<file path="config.mk">
export PLATFORM = sky130hd
export DESIGN_NAME = data_mem_arbiter_flat
export DESIGN_NICKNAME = d
export VERILOG_FILES = /design/src/rtl/data_mem_arbiter_if.sv /design/src/rtl/data_mem_arbiter.sv /design/src/flat_wrapper.sv
export SDC_FILE = /design/constraint.sdc
export NUM_CORES = 1
export LEC_CHECK = 0
export ABC_AREA = 1
export CAP_MARGIN = 15
export CORE_ASPECT_RATIO = 2
export CORE_UTILIZATION = 43
export DETAILED_ROUTE_END_ITERATION = 8
export PLACE_DENSITY_LB_ADDON = 0.3
export SLEW_MARGIN = 20
export SYNTH_ARGS = -nofsm -noshare
export SYNTH_HDL_FRONTEND = slang
export SYNTH_SLANG_ARGS = --single-unit
</file>
<file path="constraint.sdc">
create_clock -name clock -period 2.6 [get_ports clock]
set_input_delay 0.78 -clock clock [delete_from_list [all_inputs] [get_ports clock]]
set_output_delay 0.78 -clock clock [all_outputs]
set_load 0.01 [all_outputs]
</file>
<file path="src/rtl/data_mem_arbiter_if.sv">
// -----------------------------------------------------------------------------
// data_mem_arbiter_if
//   Bundles the two requester ports and the LC3 data-memory side of the
//   data_mem_arbiter into a single interface.
//   Modports:
//     slave  - arbiter side (receives requests, drives the memory bus)
//     master - environment side (requesters plus memory model)
//   Signals:
//     reqN_valid/rd/addr/din   request from port N (0 = CPU MemAccess, 1 = DMA)
//     reqN_done/err/dout       completion pulse, abort pulse, read data
//     Data_en/rd/addr/din      memory transaction outputs
//     Data_dout, complete_data memory read data and completion pulse
//     busy, spurious_err       status
// -----------------------------------------------------------------------------
interface data_mem_arbiter_if #(
   parameter int unsigned ADDR_W = 16,
   parameter int unsigned DATA_W = 16
);
   logic              req0_valid;
   logic              req0_rd;
   logic [ADDR_W-1:0] req0_addr;
   logic [DATA_W-1:0] req0_din;
   logic              req0_done;
   logic              req0_err;
   logic [DATA_W-1:0] req0_dout;

   logic              req1_valid;
   logic              req1_rd;
   logic [ADDR_W-1:0] req1_addr;
   logic [DATA_W-1:0] req1_din;
   logic              req1_done;
   logic              req1_err;
   logic [DATA_W-1:0] req1_dout;

   logic              Data_en;
   logic              Data_rd;
   logic [ADDR_W-1:0] Data_addr;
   logic [DATA_W-1:0] Data_din;
   logic [DATA_W-1:0] Data_dout;
   logic              complete_data;

   logic              busy;
   logic              spurious_err;

   modport slave (
      input  req0_valid, req0_rd, req0_addr, req0_din,
      output req0_done, req0_err, req0_dout,
      input  req1_valid, req1_rd, req1_addr, req1_din,
      output req1_done, req1_err, req1_dout,
      output Data_en, Data_rd, Data_addr, Data_din,
      input  Data_dout, complete_data,
      output busy, spurious_err
   );

   modport master (
      output req0_valid, req0_rd, req0_addr, req0_din,
      input  req0_done, req0_err, req0_dout,
      output req1_valid, req1_rd, req1_addr, req1_din,
      input  req1_done, req1_err, req1_dout,
      input  Data_en, Data_rd, Data_addr, Data_din,
      output Data_dout, complete_data,
      input  busy, spurious_err
   );
endinterface

</file>
<file path="src/rtl/data_mem_arbiter.sv">
// -----------------------------------------------------------------------------
// data_mem_arbiter
//   Two-port round-robin arbiter/sequencer for the LC3 data memory. Grants one
//   requester, drives a single registered memory transaction, waits for
//   complete_data, then returns read data and a one-cycle done pulse to the
//   winner. States: IDLE -> BUSY -> DONE -> IDLE (3 cycles minimum).
//   Ports:
//     clock, reset  posedge clock, synchronous active-high reset
//     bus           data_mem_arbiter_if.slave (requester ports, memory bus,
//                   busy, sticky spurious_err)
//   Parameters: ADDR_W, DATA_W, TIMEOUT (2..65535, used only with timeout)
//   Optional feature: define DATA_MEM_ARB_TIMEOUT_EN to abort a BUSY
//   transaction after TIMEOUT cycles without completion (reqN_err pulses with
//   reqN_done). Without it BUSY waits indefinitely and reqN_err is 0.
// -----------------------------------------------------------------------------
module data_mem_arbiter #(
   parameter int unsigned ADDR_W  = 16,
   parameter int unsigned DATA_W  = 16,
   parameter int unsigned TIMEOUT = 64
) (
   input  logic              clock,
   input  logic              reset,
   data_mem_arbiter_if.slave bus
);

   if (TIMEOUT < 2 || TIMEOUT > 65535) begin : g_bad_timeout
      $error("data_mem_arbiter: TIMEOUT must be in 2..65535");
   end

   typedef enum logic [1:0] {
      ST_IDLE = 2'd0,
      ST_BUSY = 2'd1,
      ST_DONE = 2'd2
   } state_e;

   state_e            state_q,     state_d;
   logic              rr_ptr_q,    rr_ptr_d;
   logic              grant_q,     grant_d;
   logic              data_en_q,   data_en_d;
   logic              data_rd_q,   data_rd_d;
   logic [ADDR_W-1:0] data_addr_q, data_addr_d;
   logic [DATA_W-1:0] data_din_q,  data_din_d;
   logic              done0_q,     done0_d;
   logic              done1_q,     done1_d;
   logic [DATA_W-1:0] dout0_q,     dout0_d;
   logic [DATA_W-1:0] dout1_q,     dout1_d;
   logic              spur_q,      spur_d;

`ifdef DATA_MEM_ARB_TIMEOUT_EN
   localparam logic [15:0] CNT_LAST = 16'(TIMEOUT - 1);
   logic [15:0]       cnt_q,       cnt_d;
   logic              err0_q,      err0_d;
   logic              err1_q,      err1_d;
`endif

   // Winner when arbitrating: a lone requester wins outright; a tie goes to rr_ptr.
   logic gnt_sel;
   assign gnt_sel = (bus.req0_valid && bus.req1_valid) ? rr_ptr_q : bus.req1_valid;

   always_comb begin
      state_d     = state_q;
      rr_ptr_d    = rr_ptr_q;
      grant_d     = grant_q;
      data_en_d   = data_en_q;
      data_rd_d   = data_rd_q;
      data_addr_d = data_addr_q;
      data_din_d  = data_din_q;
      done0_d     = 1'b0;
      done1_d     = 1'b0;
      dout0_d     = dout0_q;
      dout1_d     = dout1_q;
      spur_d      = spur_q;
`ifdef DATA_MEM_ARB_TIMEOUT_EN
      cnt_d       = cnt_q;
      err0_d      = 1'b0;
      err1_d      = 1'b0;
`endif

      unique case (state_q)
         ST_IDLE: begin
            if (bus.complete_data) spur_d = 1'b1;
            if (bus.req0_valid || bus.req1_valid) begin
               grant_d     = gnt_sel;
               data_en_d   = 1'b1;
               data_rd_d   = gnt_sel ? bus.req1_rd   : bus.req0_rd;
               data_addr_d = gnt_sel ? bus.req1_addr : bus.req0_addr;
               // Write data is only meaningful on writes; reads drive zero.
               if (gnt_sel ? bus.req1_rd : bus.req0_rd)
                  data_din_d = '0;
               else
                  data_din_d = gnt_sel ? bus.req1_din : bus.req0_din;
               state_d     = ST_BUSY;
`ifdef DATA_MEM_ARB_TIMEOUT_EN
               cnt_d       = '0;
`endif
            end
         end

         ST_BUSY: begin
            if (bus.complete_data) begin
               if (data_rd_q) begin
                  if (grant_q) dout1_d = bus.Data_dout;
                  else         dout0_d = bus.Data_dout;
               end
               done0_d   = ~grant_q;
               done1_d   = grant_q;
               data_en_d = 1'b0;
               rr_ptr_d  = ~grant_q;
               state_d   = ST_DONE;
            end
`ifdef DATA_MEM_ARB_TIMEOUT_EN
            // Completion takes priority over an abort in the same cycle.
            else if (cnt_q == CNT_LAST) begin
               done0_d   = ~grant_q;
               done1_d   = grant_q;
               err0_d    = ~grant_q;
               err1_d    = grant_q;
               data_en_d = 1'b0;
               rr_ptr_d  = ~grant_q;
               state_d   = ST_DONE;
            end else begin
               cnt_d = cnt_q + 16'd1;
            end
`endif
         end

         ST_DONE: begin
            if (bus.complete_data) spur_d = 1'b1;
            state_d = ST_IDLE;
         end

         default: state_d = ST_IDLE;
      endcase
   end

   always_ff @(posedge clock) begin
      if (reset) begin
         state_q     <= ST_IDLE;
         rr_ptr_q    <= 1'b0;
         grant_q     <= 1'b0;
         data_en_q   <= 1'b0;
         data_rd_q   <= 1'b0;
         data_addr_q <= '0;
         data_din_q  <= '0;
         done0_q     <= 1'b0;
         done1_q     <= 1'b0;
         dout0_q     <= '0;
         dout1_q     <= '0;
         spur_q      <= 1'b0;
`ifdef DATA_MEM_ARB_TIMEOUT_EN
         cnt_q       <= '0;
         err0_q      <= 1'b0;
         err1_q      <= 1'b0;
`endif
      end else begin
         state_q     <= state_d;
         rr_ptr_q    <= rr_ptr_d;
         grant_q     <= grant_d;
         data_en_q   <= data_en_d;
         data_rd_q   <= data_rd_d;
         data_addr_q <= data_addr_d;
         data_din_q  <= data_din_d;
         done0_q     <= done0_d;
         done1_q     <= done1_d;
         dout0_q     <= dout0_d;
         dout1_q     <= dout1_d;
         spur_q      <= spur_d;
`ifdef DATA_MEM_ARB_TIMEOUT_EN
         cnt_q       <= cnt_d;
         err0_q      <= err0_d;
         err1_q      <= err1_d;
`endif
      end
   end

   assign bus.Data_en      = data_en_q;
   assign bus.Data_rd      = data_rd_q;
   assign bus.Data_addr    = data_addr_q;
   assign bus.Data_din     = data_din_q;
   assign bus.req0_done    = done0_q;
   assign bus.req1_done    = done1_q;
   assign bus.req0_dout    = dout0_q;
   assign bus.req1_dout    = dout1_q;
   assign bus.busy         = (state_q != ST_IDLE);
   assign bus.spurious_err = spur_q;
`ifdef DATA_MEM_ARB_TIMEOUT_EN
   assign bus.req0_err     = err0_q;
   assign bus.req1_err     = err1_q;
`else
   assign bus.req0_err     = 1'b0;
   assign bus.req1_err     = 1'b0;
`endif

endmodule

</file>
<file path="src/flat_wrapper.sv">
// flat-port wrapper written by rule: the top's interface ports become plain ports
module data_mem_arbiter_flat 
#(
   parameter int unsigned ADDR_W  = 16,
   parameter int unsigned DATA_W  = 16,
   parameter int unsigned TIMEOUT = 64
)
  (clock, reset, bus_req0_valid, bus_req0_rd, bus_req0_addr, bus_req0_din, bus_req0_done, bus_req0_err, bus_req0_dout, bus_req1_valid, bus_req1_rd, bus_req1_addr, bus_req1_din, bus_req1_done, bus_req1_err, bus_req1_dout, bus_Data_en, bus_Data_rd, bus_Data_addr, bus_Data_din, bus_Data_dout, bus_complete_data, bus_busy, bus_spurious_err);
  data_mem_arbiter_if #(.ADDR_W(ADDR_W), .DATA_W(DATA_W)) bus_i ();
  input  logic clock;
  input  logic reset;
  input wire logic [$bits(bus_i.req0_valid)-1:0] bus_req0_valid;
  input wire logic [$bits(bus_i.req0_rd)-1:0] bus_req0_rd;
  input wire logic [$bits(bus_i.req0_addr)-1:0] bus_req0_addr;
  input wire logic [$bits(bus_i.req0_din)-1:0] bus_req0_din;
  output wire logic [$bits(bus_i.req0_done)-1:0] bus_req0_done;
  output wire logic [$bits(bus_i.req0_err)-1:0] bus_req0_err;
  output wire logic [$bits(bus_i.req0_dout)-1:0] bus_req0_dout;
  input wire logic [$bits(bus_i.req1_valid)-1:0] bus_req1_valid;
  input wire logic [$bits(bus_i.req1_rd)-1:0] bus_req1_rd;
  input wire logic [$bits(bus_i.req1_addr)-1:0] bus_req1_addr;
  input wire logic [$bits(bus_i.req1_din)-1:0] bus_req1_din;
  output wire logic [$bits(bus_i.req1_done)-1:0] bus_req1_done;
  output wire logic [$bits(bus_i.req1_err)-1:0] bus_req1_err;
  output wire logic [$bits(bus_i.req1_dout)-1:0] bus_req1_dout;
  output wire logic [$bits(bus_i.Data_en)-1:0] bus_Data_en;
  output wire logic [$bits(bus_i.Data_rd)-1:0] bus_Data_rd;
  output wire logic [$bits(bus_i.Data_addr)-1:0] bus_Data_addr;
  output wire logic [$bits(bus_i.Data_din)-1:0] bus_Data_din;
  input wire logic [$bits(bus_i.Data_dout)-1:0] bus_Data_dout;
  input wire logic [$bits(bus_i.complete_data)-1:0] bus_complete_data;
  output wire logic [$bits(bus_i.busy)-1:0] bus_busy;
  output wire logic [$bits(bus_i.spurious_err)-1:0] bus_spurious_err;
  assign bus_i.req0_valid = bus_req0_valid;
  assign bus_i.req0_rd = bus_req0_rd;
  assign bus_i.req0_addr = bus_req0_addr;
  assign bus_i.req0_din = bus_req0_din;
  assign bus_req0_done = bus_i.req0_done;
  assign bus_req0_err = bus_i.req0_err;
  assign bus_req0_dout = bus_i.req0_dout;
  assign bus_i.req1_valid = bus_req1_valid;
  assign bus_i.req1_rd = bus_req1_rd;
  assign bus_i.req1_addr = bus_req1_addr;
  assign bus_i.req1_din = bus_req1_din;
  assign bus_req1_done = bus_i.req1_done;
  assign bus_req1_err = bus_i.req1_err;
  assign bus_req1_dout = bus_i.req1_dout;
  assign bus_Data_en = bus_i.Data_en;
  assign bus_Data_rd = bus_i.Data_rd;
  assign bus_Data_addr = bus_i.Data_addr;
  assign bus_Data_din = bus_i.Data_din;
  assign bus_i.Data_dout = bus_Data_dout;
  assign bus_i.complete_data = bus_complete_data;
  assign bus_busy = bus_i.busy;
  assign bus_spurious_err = bus_i.spurious_err;
  data_mem_arbiter #(.ADDR_W(ADDR_W), .DATA_W(DATA_W), .TIMEOUT(TIMEOUT)) u_core (.clock(clock), .reset(reset), .bus(bus_i));
endmodule
</file>
Word-level counts from Yosys, hierarchy flattened --
Cells that the tools add are included.
Cells by class: add/sub/neg operators 0, multiply operators 0, divide/modulo/power cells 0, order comparisons 0, eq/ne operators 4, shift operators 0, multiplexer cells 11, bitwise operators 3, reductions and logical operators 14
Operator list (number):
- $mux 16 | 3
- $reduce_and 2->1 | 4
- $reduce_and 4->1 | 2
- $mux 1 | 4
- $mux 2 | 2
- $pmux 2 s2 | 1
- $reduce_bool 2->1 | 2
- $not 1->1 | 3
- $reduce_and 3->1 | 1
- $reduce_or 3->1 | 1
- $eq 2x1->1 const B | 1
- $eq 2x2->1 const B | 1
- $logic_not 2->1 | 1
- $ne 2x1->1 const B | 1
- $ne 2x2->1 const B | 1
- $pmux 1 s2 | 1
- $reduce_or 2->1 | 1
- $logic_and 1x1->1 | 1
- $logic_or 1x1->1 | 1
Storage, ports and cells: register bits 73, bits in latches 0, bits in writable memories 0, ROM bits 0, bits of input ports 87, word-level logic and storage cells 44, memories 0

Logic depth before layout (Yosys ltp) --
word-level depth 4, mapped depth 9, depth with buffers taken out 8

Worst setup path before layout --
Ideal clock, no wire load.
kind input port to flip-flop, from in bus_req1_valid, to reg u_core.data_din_q[10], in the netlist u_core.bus.Data_din[10], arrival 1.539 ns, path slack 0.991 ns, stages 7, path buffers 2, cells stage by stage buf_4 -> nor2_4 -> nor2_8 -> inv_4 -> buf_4 -> nand2_1 -> a21oi_1
Between the ends: longest elaborated chain between the ends 4
RTL lines:
- from (decl) | line flat_wrapper.sv:19 | input wire logic [$bits(bus_i.req1_valid)-1:0] bus_req1_valid;
- $logic_and 1x1->1 | line data_mem_arbiter.sv:58 | assign gnt_sel = (bus.req0_valid && bus.req1_valid) ? rr_ptr_q : bus.req1_valid;
- $mux 1 | line data_mem_arbiter.sv:58
- $mux 16 / $mux 1 (equally long branches) | line data_mem_arbiter.sv:91, data_mem_arbiter.sv:88
- $mux 16 | line data_mem_arbiter.sv:88 | if (gnt_sel ? bus.req1_rd : bus.req0_rd)
- to (signal assigned) | line data_mem_arbiter.sv:162 | data_din_q <= data_din_d;
- to (decl) | line data_mem_arbiter.sv:42 | logic [DATA_W-1:0] data_din_q, data_din_d;
Parallel ways exist; a longest one is shown, timed or not. A chain may end at the register's enable or synchronous reset.

Worst setup path in the final report --
from reg u_core.state_q[1], to out bus_busy
Between the ends: longest elaborated chain between the ends 1
RTL lines:
- from (decl) | line data_mem_arbiter.sv:36 | state_e state_q, state_d;
- from (signal assigned) | line data_mem_arbiter.sv:156 | state_q <= state_d;
- $reduce_bool 2->1 | line data_mem_arbiter.sv:184 | assign bus.busy = (state_q != ST_IDLE);
- to (decl) | line flat_wrapper.sv:32 | output wire logic [$bits(bus_i.busy)-1:0] bus_busy;
Every way passes these cells.

==> flow_summary.json <==
{
  "synth.distinct_cells": 25,
  "worstPathCellList": "inv_1 -> nand2_1 -> clkdlybuf4s50_1",
  "power_density_nw_per_um2": 605,
  "synth_xor_area_share_pct": 0,
  "rsz0062_at_grt": "no",
  "slowest_delay_ps": 600,
  "synth_fa_ha_area_share_pct": 0,
  "timing.rr.end": "u_core.bus.Data_din[10]",
  "tns_ps": 0,
  "drc": 0,
  "hold_viol": 0,
  "final_max_slew_viol_count": 0,
  "tritoncts": "yes",
  "cts.path.max_buffers": 2,
  "gp_congestion": 0.813,
  "switching_power_uw": 743,
  "p_sw_share_pct": 24.6,
  "post_drt_wl_per_cell_um": 13.6,
  "setup_ws_ps": 286,
  "fillCellCount": 600,
  "die_area_um2": 7630,
  "ys_warn_count": 0,
  "cp_max_fo": 2,
  "vdd_drop_max_mv": 0.362,
  "dr.pass1.iters": 4,
  "cts.sinks": 73,
  "p_seq_share_pct": 40.2,
  "timing.reg2reg.setup_slack_ps": 1180,
  "synth_ff_type": "dfxtp_1",
  "ff2ff_path_depth": 8,
  "power.internal_uw": 2280,
  "synthTopCellsByArea": "dfxtp_1 (47%), nand2_1 (10%), nor2_1 (7.9%)",
  "multi_input_area_um2": 1360,
  "path_buf_inv": 2,
  "initial_core_util_pct": 44.7,
  "critPathLaunchType": "register",
  "syn_area_um2": 3130,
  "gr-usage-met2_pct": 47.0,
  "path_clk_slew_ps": 50,
  "htreeDepth": 3,
  "antenna_found_initial": 0,
  "final_layout_size_suffix_gt1_share_pct": 6.56,
  "use_met1_pct": 23.3,
  "cp-end-kind": "output port",
  "cp-endpoint": "bus_busy",
  "comb_power_share_pct": 18.5,
  "critPathLaunch": "u_core.state_q[1]",
  "synth_top_family_by_area": "simple AND/OR/NAND/NOR gates",
  "finalNetCount": 646,
  "yosys.area.top_type": "dfxtp_1",
  "dp_hpwl_um": 6580,
  "syn-instance-count": 412,
  "grt_pass1_wl_um": 14600,
  "post_cts_buffers": 0,
  "fin_skew_ps": 5.59,
  "synth_compound_area_share_pct": 15.5,
  "synthSimpleGateAreaFrac_pct": 27.7,
  "synthArstFlopShare_pct": 0,
  "crit_type": "reg -> out",
  "port_buffers": 156,
  "dr_total_vias": 3247,
  "synth.area.mux_share_pct": 0,
  "min_period_over_period_pct": 89.0,
  "syn_avg_cell_area_um2": 7.59,
  "postCtsResizedCells": 0,
  "setup_violations": 0,
  "coreArea_um2": 6990,
  "crit_family": "buffers and inverters",
  "gr-usage-all-layers_pct": 24.7,
  "pre_cts_ws_ps": 253,
  "p_leak_uw": 0.00199,
  "grt_use_met3_pct": 6.88,
  "grt_max_degree": 40,
  "crit_slowest_cell": "clkdlybuf4s50_1",
  "p_clk_share_pct": 41.3,
  "die_w_um": 62.3,
  "fmax_mhz": 432,
  "clkLatencyLatePin_ps": 330,
  "numCtsBuffers": 9,
  "power_uw": 3020,
  "vias_per_cell": 4.96,
  "die_h_um": 123,
  "cp.arrival_ps": 1530,
  "synthToLayoutAreaGrowth_pct": 59.7,
  "antennaDiodeCount": 0,
  "ys_ff_latch": 73,
  "cp_data_required_time_ps": 1820,
  "yosys.area.top_type_share_pct": 46.8,
  "hp-class": "reg -> reg",
  "drt_iter0_markers": 189,
  "gr-total-overflow": 0,
  "core.rowCount": 43,
  "grt_pass1_vias": 3107,
  "final_common_cell": "clkdlybuf4s50_1",
  "max-cap-violations": 0,
  "crit_cells": 3,
  "postRouteAntennaNets": 0,
  "grt.busiest_layer": "met2",
  "yosysSeqAreaShare_pct": 46.8,
  "seq_area_um2": 1460,
  "pin_count": 159,
  "totalWireLength_um": 8910,
  "finalCriticalPeriod_ps": 2310,
  "tightest_slew_ps": 793,
  "layout_common_cells": "clkdlybuf4s50_1 (156), nand2_1 (83), dfxtp_1 (73), nor2_1 (66), a21oi_1 (37)",
  "root_buffer": "clkbuf_16",
  "r2r_start": "u_core.rr_ptr_q",
  "fin_util_pct": 71.4,
  "cts_hold_buf": 0,
  "synth_edf_count": 0,
  "run_status": "finished clean",
  "slew_headroom_pct": 47.1
}
## cells in the mapped netlist, types with 2 or more instances
cell type / n
a21oi_1: 37
nand2_2: 2
o21ai_1: 10
nand2_4: 4
buf_4: 10
nand2_1: 83
nor3_1: 2
nor2_4: 3
nand3_1: 33
buf_2: 4
nor2_1: 66
inv_1: 24
buf_6: 5
o211ai_1: 16
clkbuf_1: 8
dfxtp_1: 73
o21ai_0: 24
## routing by layer
layer  vias up  part of all wire [%]
met4         0                   3.4
li1       1625                     -
met1      1463                    35
met3        24                   5.9
met5         -                     0
met2       135                    56
## stage by stage
step	hold WS [ps]	cell area [um^2]	instances
6_report	462	4990	654
5_1_grt	481	4990	654
4_1_cts	465	4990	654
3_5_place_dp	452	4680	638
3_3_place_gp	450	4680	638
2_1_floorplan	417	3130	413
## worst min path at each step
stage,start,end,slack (ps),cells past startpoint
finish,u_core.bus.Data_addr[8],u_core.bus.Data_addr[8],460,2
global route,u_core.bus.Data_addr[6],u_core.bus.Data_addr[6],480,2
CTS,u_core.bus.Data_addr[8],u_core.bus.Data_addr[8],460,2
detailed placement,u_core.grant_q,u_core.bus.req0_done,450,1
global placement,u_core.grant_q,u_core.bus.req0_done,450,1
floorplan,u_core.grant_q,u_core.bus.req0_done,420,1
## registers in the layout (all words and copies together) (netlist names), 2 cells and up
name and cells:
u_core.state_q 2, u_core.bus.req0_dout 16, u_core.bus.Data_din 16, u_core.bus.Data_addr 16, u_core.bus.req1_dout 16
## worst reg2reg max path, stage by stage, from the launching register on
cell	delay [ps]
dfxtp_1	290
inv_1	80
nand2_2	150
nand2_4	240
buf_12	220
nand2_1	70
nand2_1	80
nand3_1	80
a21oi_1	140
## cells by family (layout without fill, tap and decap cells)
kind of cell,count (synthesis),in the layout
AND/OR/NAND/NOR,195,195
AO/OA/AOI/OAI,88,88
flip-flops,73,73
buffers and inverters,55,206
other,1,2
## power groups by stage
stage	registers, uW	clock network (uW)	logic (uW)
after global routing	1220	1320	614
final	1210	1250	560
after floorplan	1260	0	247
after CTS	1210	1260	564
after detailed placement	1240	0	560
after global placement	1230	0	551
## cell type report
class,instances,area share (%)
multi-input combinational,285,27.2
timing repair buffer,163,32.8
clock inverter,1,0.100
tap,90,2.26
sequential,73,29.3
inverter,27,2.18
clock buffer,15,6.17
Power figures use the tool's default switching activity.
